==> src/rtl/ir_decoder.sv <==
// ir_decoder: NEC IR frame receiver; times mark/space symbols and recovers 32-bit commands
module ir_decoder #(
  parameter int TICK_DIV = 1758,
  parameter bit ACTIVE_HIGH = 1'b1,
  parameter bit CHECK_INV = 1'b0
) (
  input  logic        clk,
  input  logic        rst,
  input  logic        ir_in,
  output logic [31:0] cmd,
  output logic        cmd_valid,
  input  logic        cmd_ready,
  output logic        rpt,
  output logic        err,
  output logic        ovf,
  output logic        busy
);
  typedef enum logic [2:0] {IDLE, LEAD_MARK, LEAD_SPACE, BIT_MARK, BIT_SPACE, STOP_MARK, RPT_STOP} state_t;
  localparam int PW = TICK_DIV > 1 ? $clog2(TICK_DIV) : 1;
  state_t state, state_n;
  logic [2:0] sync;
  logic [PW-1:0] pre;
  logic [7:0] dur;
  logic [31:0] sr, sr_n, cmd_n;
  logic [5:0] cnt, cnt_n;
  logic cmd_valid_n, rpt_n, err_n, ovf_n, fail, done;
  logic chg, mark, lm, ls, rs, bm, s0, s1;
  function automatic logic in_win(input logic [7:0] d, input logic [7:0] lo, input logic [7:0] hi);
    return d >= lo && d <= hi;
  endfunction
  assign chg  = sync[1] ^ sync[2];
  assign mark = sync[1] == ACTIVE_HIGH;
  assign busy = state != IDLE;
  assign lm = in_win(dur, 8'd112, 8'd144);
  assign ls = in_win(dur, 8'd56, 8'd72);
  assign rs = in_win(dur, 8'd28, 8'd36);
  assign bm = in_win(dur, 8'd5, 8'd11);
  assign s0 = in_win(dur, 8'd5, 8'd11);
  assign s1 = in_win(dur, 8'd20, 8'd28);
  // Synchroniser resets to the mark level so a line already in mark is not taken as a mark start
  always_ff @(posedge clk or posedge rst) begin
    if (rst) begin
      sync <= {3{ACTIVE_HIGH}};
      pre <= '0;
      dur <= '0;
      state <= IDLE;
      sr <= '0;
      cnt <= '0;
      cmd <= '0;
      cmd_valid <= 1'b0;
      rpt <= 1'b0;
      err <= 1'b0;
      ovf <= 1'b0;
    end else begin
      sync <= {sync[1:0], ir_in};
      if (chg) begin
        pre <= '0;
        dur <= '0;
      end else if (pre == PW'(TICK_DIV - 1)) begin
        pre <= '0;
        dur <= dur + 8'(dur != 8'hff);
      end else begin
        pre <= pre + PW'(1);
      end
      state <= state_n;
      sr <= sr_n;
      cnt <= cnt_n;
      cmd <= cmd_n;
      cmd_valid <= cmd_valid_n;
      rpt <= rpt_n;
      err <= err_n;
      ovf <= ovf_n;
    end
  end
  always_comb begin
    state_n = state;
    sr_n = sr;
    cnt_n = cnt;
    cmd_n = cmd;
    cmd_valid_n = cmd_valid & ~cmd_ready;
    rpt_n = 1'b0;
    err_n = 1'b0;
    ovf_n = 1'b0;
    fail = 1'b0;
    done = 1'b0;
    if (state == IDLE) begin
      if (chg && mark) state_n = LEAD_MARK;
    end else if (chg) begin
      case (state)
        LEAD_MARK:  if (lm) state_n = LEAD_SPACE; else fail = 1'b1;
        LEAD_SPACE: begin
          cnt_n = '0;
          state_n = ls ? BIT_MARK : RPT_STOP;
          fail = !ls && !rs;
        end
        BIT_MARK:   if (bm) state_n = BIT_SPACE; else fail = 1'b1;
        BIT_SPACE: begin
          sr_n = {sr[30:0], s1};
          cnt_n = cnt + 6'd1;
          state_n = cnt == 6'd31 ? STOP_MARK : BIT_MARK;
          fail = !s0 && !s1;
        end
        STOP_MARK:  if (bm) done = 1'b1; else fail = 1'b1;
        RPT_STOP:   if (bm) begin rpt_n = 1'b1; state_n = IDLE; end else fail = 1'b1;
        default:    fail = 1'b1;
      endcase
    end else if (dur == 8'hff) begin
      fail = 1'b1;
    end
    if (done) begin
      state_n = IDLE;
      if (CHECK_INV && sr[23:16] != ~sr[31:24]) fail = 1'b1;
      else if (!cmd_valid || cmd_ready) begin
        cmd_n = sr;
        cmd_valid_n = 1'b1;
      end else ovf_n = 1'b1;
    end
    if (fail) begin
      err_n = 1'b1;
      state_n = IDLE;
      sr_n = '0;
      cnt_n = '0;
    end
  end
endmodule

==> config.mk <==
export PLATFORM = sky130hd
export DESIGN_NAME = ir_decoder
export DESIGN_NICKNAME = d
export VERILOG_FILES = /design/src/rtl/ir_decoder.sv
export SDC_FILE = /design/constraint.sdc
export NUM_CORES = 1
export LEC_CHECK = 0
export ABC_CLOCK_PERIOD_IN_PS = 4990
export BUFFER_PORTS_ARGS = -buffer_cell sky130_fd_sc_hd__buf_4
export CORE_ASPECT_RATIO = 1.2
export CORE_MARGIN = 3
export CORE_UTILIZATION = 63
export DETAILED_ROUTE_END_ITERATION = 7
export GPL_TIMING_DRIVEN = 0
export PLACE_DENSITY = 0.84
export SLEW_MARGIN = 30
export SYNTH_ARGS = -nofsm -noshare
export SYNTH_HDL_FRONTEND = slang
export SYNTH_SLANG_ARGS = --single-unit
export TNS_END_PERCENT = 20
==> constraint.sdc <==
create_clock -name clk -period 4.99 [get_ports clk]
set_clock_uncertainty 0.2 [all_clocks]
set_input_delay 0.998 -clock clk [delete_from_list [all_inputs] [get_ports clk]]
set_output_delay 0.998 -clock clk [all_outputs]
set_load 0.005 [all_outputs]
# After elaboration in Yosys (flattened, before gate mapping)
# Index checks and enable logic that the tools add are counted.
# word_totals
register_bits	99
in_bits	4
# op_classes
n_addsub	3
order_cmp	10
n_eq_ne	15
mux	41
n_bitwise	3
n_reduce_logical	27
# ops
op	count
$mux W32	4
$mux W3	10
$mux W11	2
$mux W6	3
$mux W1	17
$ge A8 B5 Y1 const B	2
$mux W8	2
$ne A5 B5 Y1 const B	3
$pmux W3 S5	1
$pmux W6 S2	1
$add A11 B1 Y11 const B	1
$eq A11 B11 Y1 const B	1
$eq A3 B3 Y1 const B	3
$add A8 B1 Y8	1
$eq A8 B8 Y1 const B	1
$ge A8 B3 Y1 const B	1
$ge A8 B6 Y1 const B	1
$ge A8 B7 Y1 const B	1
$le A8 B4 Y1 const B	1
$le A8 B5 Y1 const B	1
$le A8 B6 Y1 const B	1
$le A8 B7 Y1 const B	1
$le A8 B8 Y1 const B	1
$logic_and A1 B1 Y1	8
22 further kinds	31

# Logic depth before layout (Yosys ltp)
# logic_depth
ltp_word	9
mapped_depth	9
depth_no_buf	8

# Worst setup path before layout
# No wires, ideal clock.
# synth_timing
kind	reg2reg
start	reg sync[2]
end	reg cmd[0]
setup_ps	125
arrival_ps	2083
t_required_ps	4665
path_slack_ps	2582
stages_incl_launch_ff	8
path_cell_list	dfstp_2 > inv_1 > ha_1 > or4b_4 > nand2b_4 > buf_6 > buf_6 > mux2_4
# synth_between
elab_chain_cells	4
# synth_lines
item	line_no	text
start: declaration	21	logic [2:0] sync;
start signal: assignment	43	sync <= {3{ACTIVE_HIGH}};
start signal: assignment	55	sync <= {sync[1:0], ir_in};
$xor A1 B1 Y1	31	assign chg = sync[1] ^ sync[2];
$mux W1	88	end else if (chg) begin
$mux W1	86	if (state == IDLE) begin
$reduce_and A2 Y1 (no source line)	n/a	
end signal: assignment	68	cmd <= cmd_n;
end: declaration	10	output logic [31:0] cmd,
# Every way passes these cells.
# A chain may end at the register's enable or synchronous reset.

# Worst setup path in the final report
# layout_timing
start	reg state[2]
end	out busy
# layout_between
elab_chain_cells	1
# layout_lines
item	line_no	text
start: declaration	20	state_t state, state_n;
start signal: assignment	65	state <= state_n;
$reduce_bool A3 Y1	33	assign busy = state != IDLE;
end: declaration	16	output logic busy
# Every way passes these cells.

==> results by group <==
Synth
  – FF+latch count, synth: 99
  – Fraction of synthesis flops using an asynchronous set or reset pin: 1.00
  – Mux cell area share after synthesis: 0.113
  – Leading post-synthesis cells by instance count: sky130_fd_sc_hd__dfrtp_1 (96), sky130_fd_sc_hd__a22o_1 (31), sky130_fd_sc_hd__mux2_4 (30)
  – Cell types with the largest area share after synthesis: sky130_fd_sc_hd__dfrtp_1 (54%), sky130_fd_sc_hd__mux2_4 (10%), sky130_fd_sc_hd__a22o_1 (6.1%), sky130_fd_sc_hd__nor2_1 (2.2%), sky130_fd_sc_hd__dfstp_2 (1.8%)
  – Count of mapped cells out of synthesis: 365
  – Compound-Gate Fraction of Synth Area: 0.130
  – Most common flop cell mapped by yosys: sky130_fd_sc_hd__dfrtp_1
  – Cell taking the most area after synthesis: sky130_fd_sc_hd__dfrtp_1
  – Net count of the mapped netlist: 375
  – Avg Synthesized Cell Area: 12.2 µm²
  – Most used standard cell by instance count after synthesis: sky130_fd_sc_hd__dfrtp_1
  – Synth Area in Adders: 0.0168
  – Mapped Area: 0.00447 mm²
  – Post-synth EDFFs: 0
  – Area share of xor/xnor cells in the synthesized design: 0.0274
  – Post-synthesis sequential area ratio: 0.555
  – Post-synth top area share: 0.537
  – Largest family of logic cells by synthesized area: compound AO/OA/AOI/OAI gates
  – Synth Area in Simple Gates: 0.120
  – Synth Warn #: 0
  – Synth cell types: 49

Clock network
  – Clock root buffer: sky130_fd_sc_hd__clkbuf_8
  – Clk_lat worst skew: 0.37 ns
  – CTS Buf Count: 9
  – Clock-pin slew on the worst setup and hold paths: 0.10 ns
  – CTS Sinks: 99
  – Post-CTS Setup Repair Bufs: 0
  – Hold-fix buffers, CTS: 0
  – Largest buffer count on any clock path: 2
  – CTS tree: yes
  – H-tree levels: 3
  – Resize count post-CTS: 0

Worst setup path
  – Count of buffering cells on the critical path with inverters included: 2
  – Critical Path Max Stage Delay: 0.53 ns
  – Largest driver fanout on the critical path: 6
  – Worst Setup End Kind: output port
  – CP cell instances: nor3_1 -> inv_1 -> buf_4
  – Cell with the largest stage delay on the worst path: sky130_fd_sc_hd__nor3_1
  – Kind of cell adding the most delay to the critical path: simple AND/OR/NAND/NOR gates
  – Data arrival time of the critical path: 1.63 ns
  – Crit Path Class: reg2out
  – Setup crit start kind: flip-flop
  – Crit path required time: 3.79 ns

GRT
  – Initial antenna violation count: 0
  – Pin count of the biggest net entering global routing: 73
  – First-pass GRT wire length: 14800 µm
  – Number of global-route vias before repair: 3023
  – Tot GR Track Use: 0.223
  – Remaining global-route overflow: 0

Pwr
  – Power density over the cells: 327 mW/mm²
  – Leakage: 2.59 nW
  – Share of total power consumed by net switching: 0.301
  – Gate power share: 0.169
  – Net load switching power: 0.504 mW
  – Internal power: 1.17 mW
  – Share of power burned in the clock network: 0.331
  – Sequential fraction of design power: 0.501
  – Highest ir drop seen on vdd: 0.176 mV

Cells and area
  – Number of diodes: 0
  – Area overhead of the layout relative to synthesis: 14.7%
  – Share of final-layout standard cells stronger than drive strength 1: 0.277
  – Core utilization of the finished layout: 0.748
  – Net count reported at finish: 427
  – Final cell count without fillers: 509

Detailed routing
  – Vias per cell: 5.96
  – Drt drc: 0
  – Total iterations of the first detailed-routing run: 4
  – Sum of routed wire length over all layers: 8570 µm
  – Antenna-violating nets left: 0
  – Total via count in the routed design: 3033
  – Violation count after the first detailed-routing iteration: 178
  – Average wire length per cell after detail routing: 16.8 µm

Timing
  – Summed negative setup slack over all endpoints: 0 ns
  – Tcrit/Tclk final: 0.566
  – Crit path time final: 2.82 ns
  – Setup-violating endpoint count in the final report: 0
  – Setup repair after global routing missed its margin: no
  – Least setup slack across all paths after layout: 2.17 ns
  – Highest clock frequency the design can meet: 354 MHz
  – Actual slew at the worst max-slew pin: 0.765 ns
  – Final max-slew violation count: 0
  – Headroom to the max-slew limit: 0.483
  – Total count of hold-check failures in the final report: 0

Placed design
  – Number of instances in the placed design: 493
  – Post-Place Setup Slack: 2.41 ns
  – HPWL after DPL: 5950 µm
  – Routability cong.: 0.874
  – Port Buf Inserts: 40

Run status
  – Run status: finished clean

Floorplan
  – Initial standard-cell utilization of the core: 0.652
  – Die area: 0.00815 mm²
  – Core Rows: 33
  – Die X: 82.9 µm
  – Core area: 0.00685 mm²
  – Die outline height: 98.3 µm
  – Io pins: 41

Run
  – Number of max-cap violations: 0

Min path
  – Worst min-delay path class: reg2reg
area by class of cell:
cell class                 count  area, µm²
buffer                        24        149
clock buffer                  10        138
clock inverter                 6       76.3
fill                         462       1730
inverter                       7       31.3
multi-input combinational    235       1810
sequential                    99       2480
tap                           87        109
timing repair buffer          41        328
metrics by stage:
step | hold slack (ns) | area (µm²) | power [mW]
finish | 0.164 | 5130 | 1.67
global route | 0.174 | 5130 | 1.76
CTS | 0.166 | 5130 | 1.68
detailed placement | 0.152 | 4910 | 1.13
global placement | 0.146 | 4880 | 1.12
floorplan | 0.145 | 4470 | 1.05
worst paths after layout:
| kind | slack (ns) | startpoint | cells past startpoint | endpoint |
|---|---|---|---|---|
| max in group asynchronous | 3.58 | rst | 3 | sync[2] |
| min in group asynchronous | 0.37 | rst | 2 | cmd[26] |
| setup reg to reg | 2.38 | sync[2] | 9 | sr[10] |
| hold / removal | 0.16 | sync[0] | 0 | sync[1] |
| hold reg to reg | 0.16 | sync[0] | 0 | sync[1] |
| setup / recovery | 2.17 | state[2] | 3 | busy |
placed cells by master (no fill, tap or decap), types with 7 or more instances in the layout:
cell type,synthesis,routed
sky130_fd_sc_hd__nand2_1,19,19
sky130_fd_sc_hd__clkbuf_1,7,7
sky130_fd_sc_hd__a22o_1,31,31
sky130_fd_sc_hd__mux2_4,30,30
sky130_fd_sc_hd__o21ai_0,12,12
sky130_fd_sc_hd__and2_1,7,7
sky130_fd_sc_hd__buf_2,8,8
sky130_fd_sc_hd__buf_4,5,45
sky130_fd_sc_hd__xor2_1,8,8
sky130_fd_sc_hd__nand3_1,10,10
sky130_fd_sc_hd__nor2_1,26,26
sky130_fd_sc_hd__a21oi_1,12,12
sky130_fd_sc_hd__clkbuf_8,0,10
sky130_fd_sc_hd__nor3_1,7,7
sky130_fd_sc_hd__dfrtp_1,96,96
sequential cells by signal, summed over array words and instances, names as in the netlist:
register,count
sr,32
cmd_valid,1
pre,11
dur,8
sync,3
cnt,6
state,3
rpt,1
err,1
ovf,1
cmd,32
logic make-up (layout without fill, tap and decap cells):
logic type / count (synthesis) / after routing
and+or+nand+nor: 101 / 101
buffers and inverters: 31 / 88
DFF: 99 / 99
xor gates and xnor gates: 14 / 14
AOI/OAI and AO/OA: 79 / 79
muxes: 35 / 35
adders and majority gates: 6 / 6
per-layer routing:
metal	wire, µm	track usage	part of all wire
met1	3600	0.285	0.42
met2	4460	0.386	0.52
met3	340	0.0346	0.040
met4	170	0.0818	0.020
met5	0	0	0
power groups by stage:
stage	combinational (mW)	clock, mW	sequential, mW
3_5_place_dp	0.279	0	0.853
4_1_cts	0.281	0.560	0.838
3_3_place_gp	0.268	0	0.853
5_1_grt	0.318	0.601	0.840
2_1_floorplan	0.203	0	0.850
6_report	0.282	0.554	0.838
(Power assumes the default switching activity.)
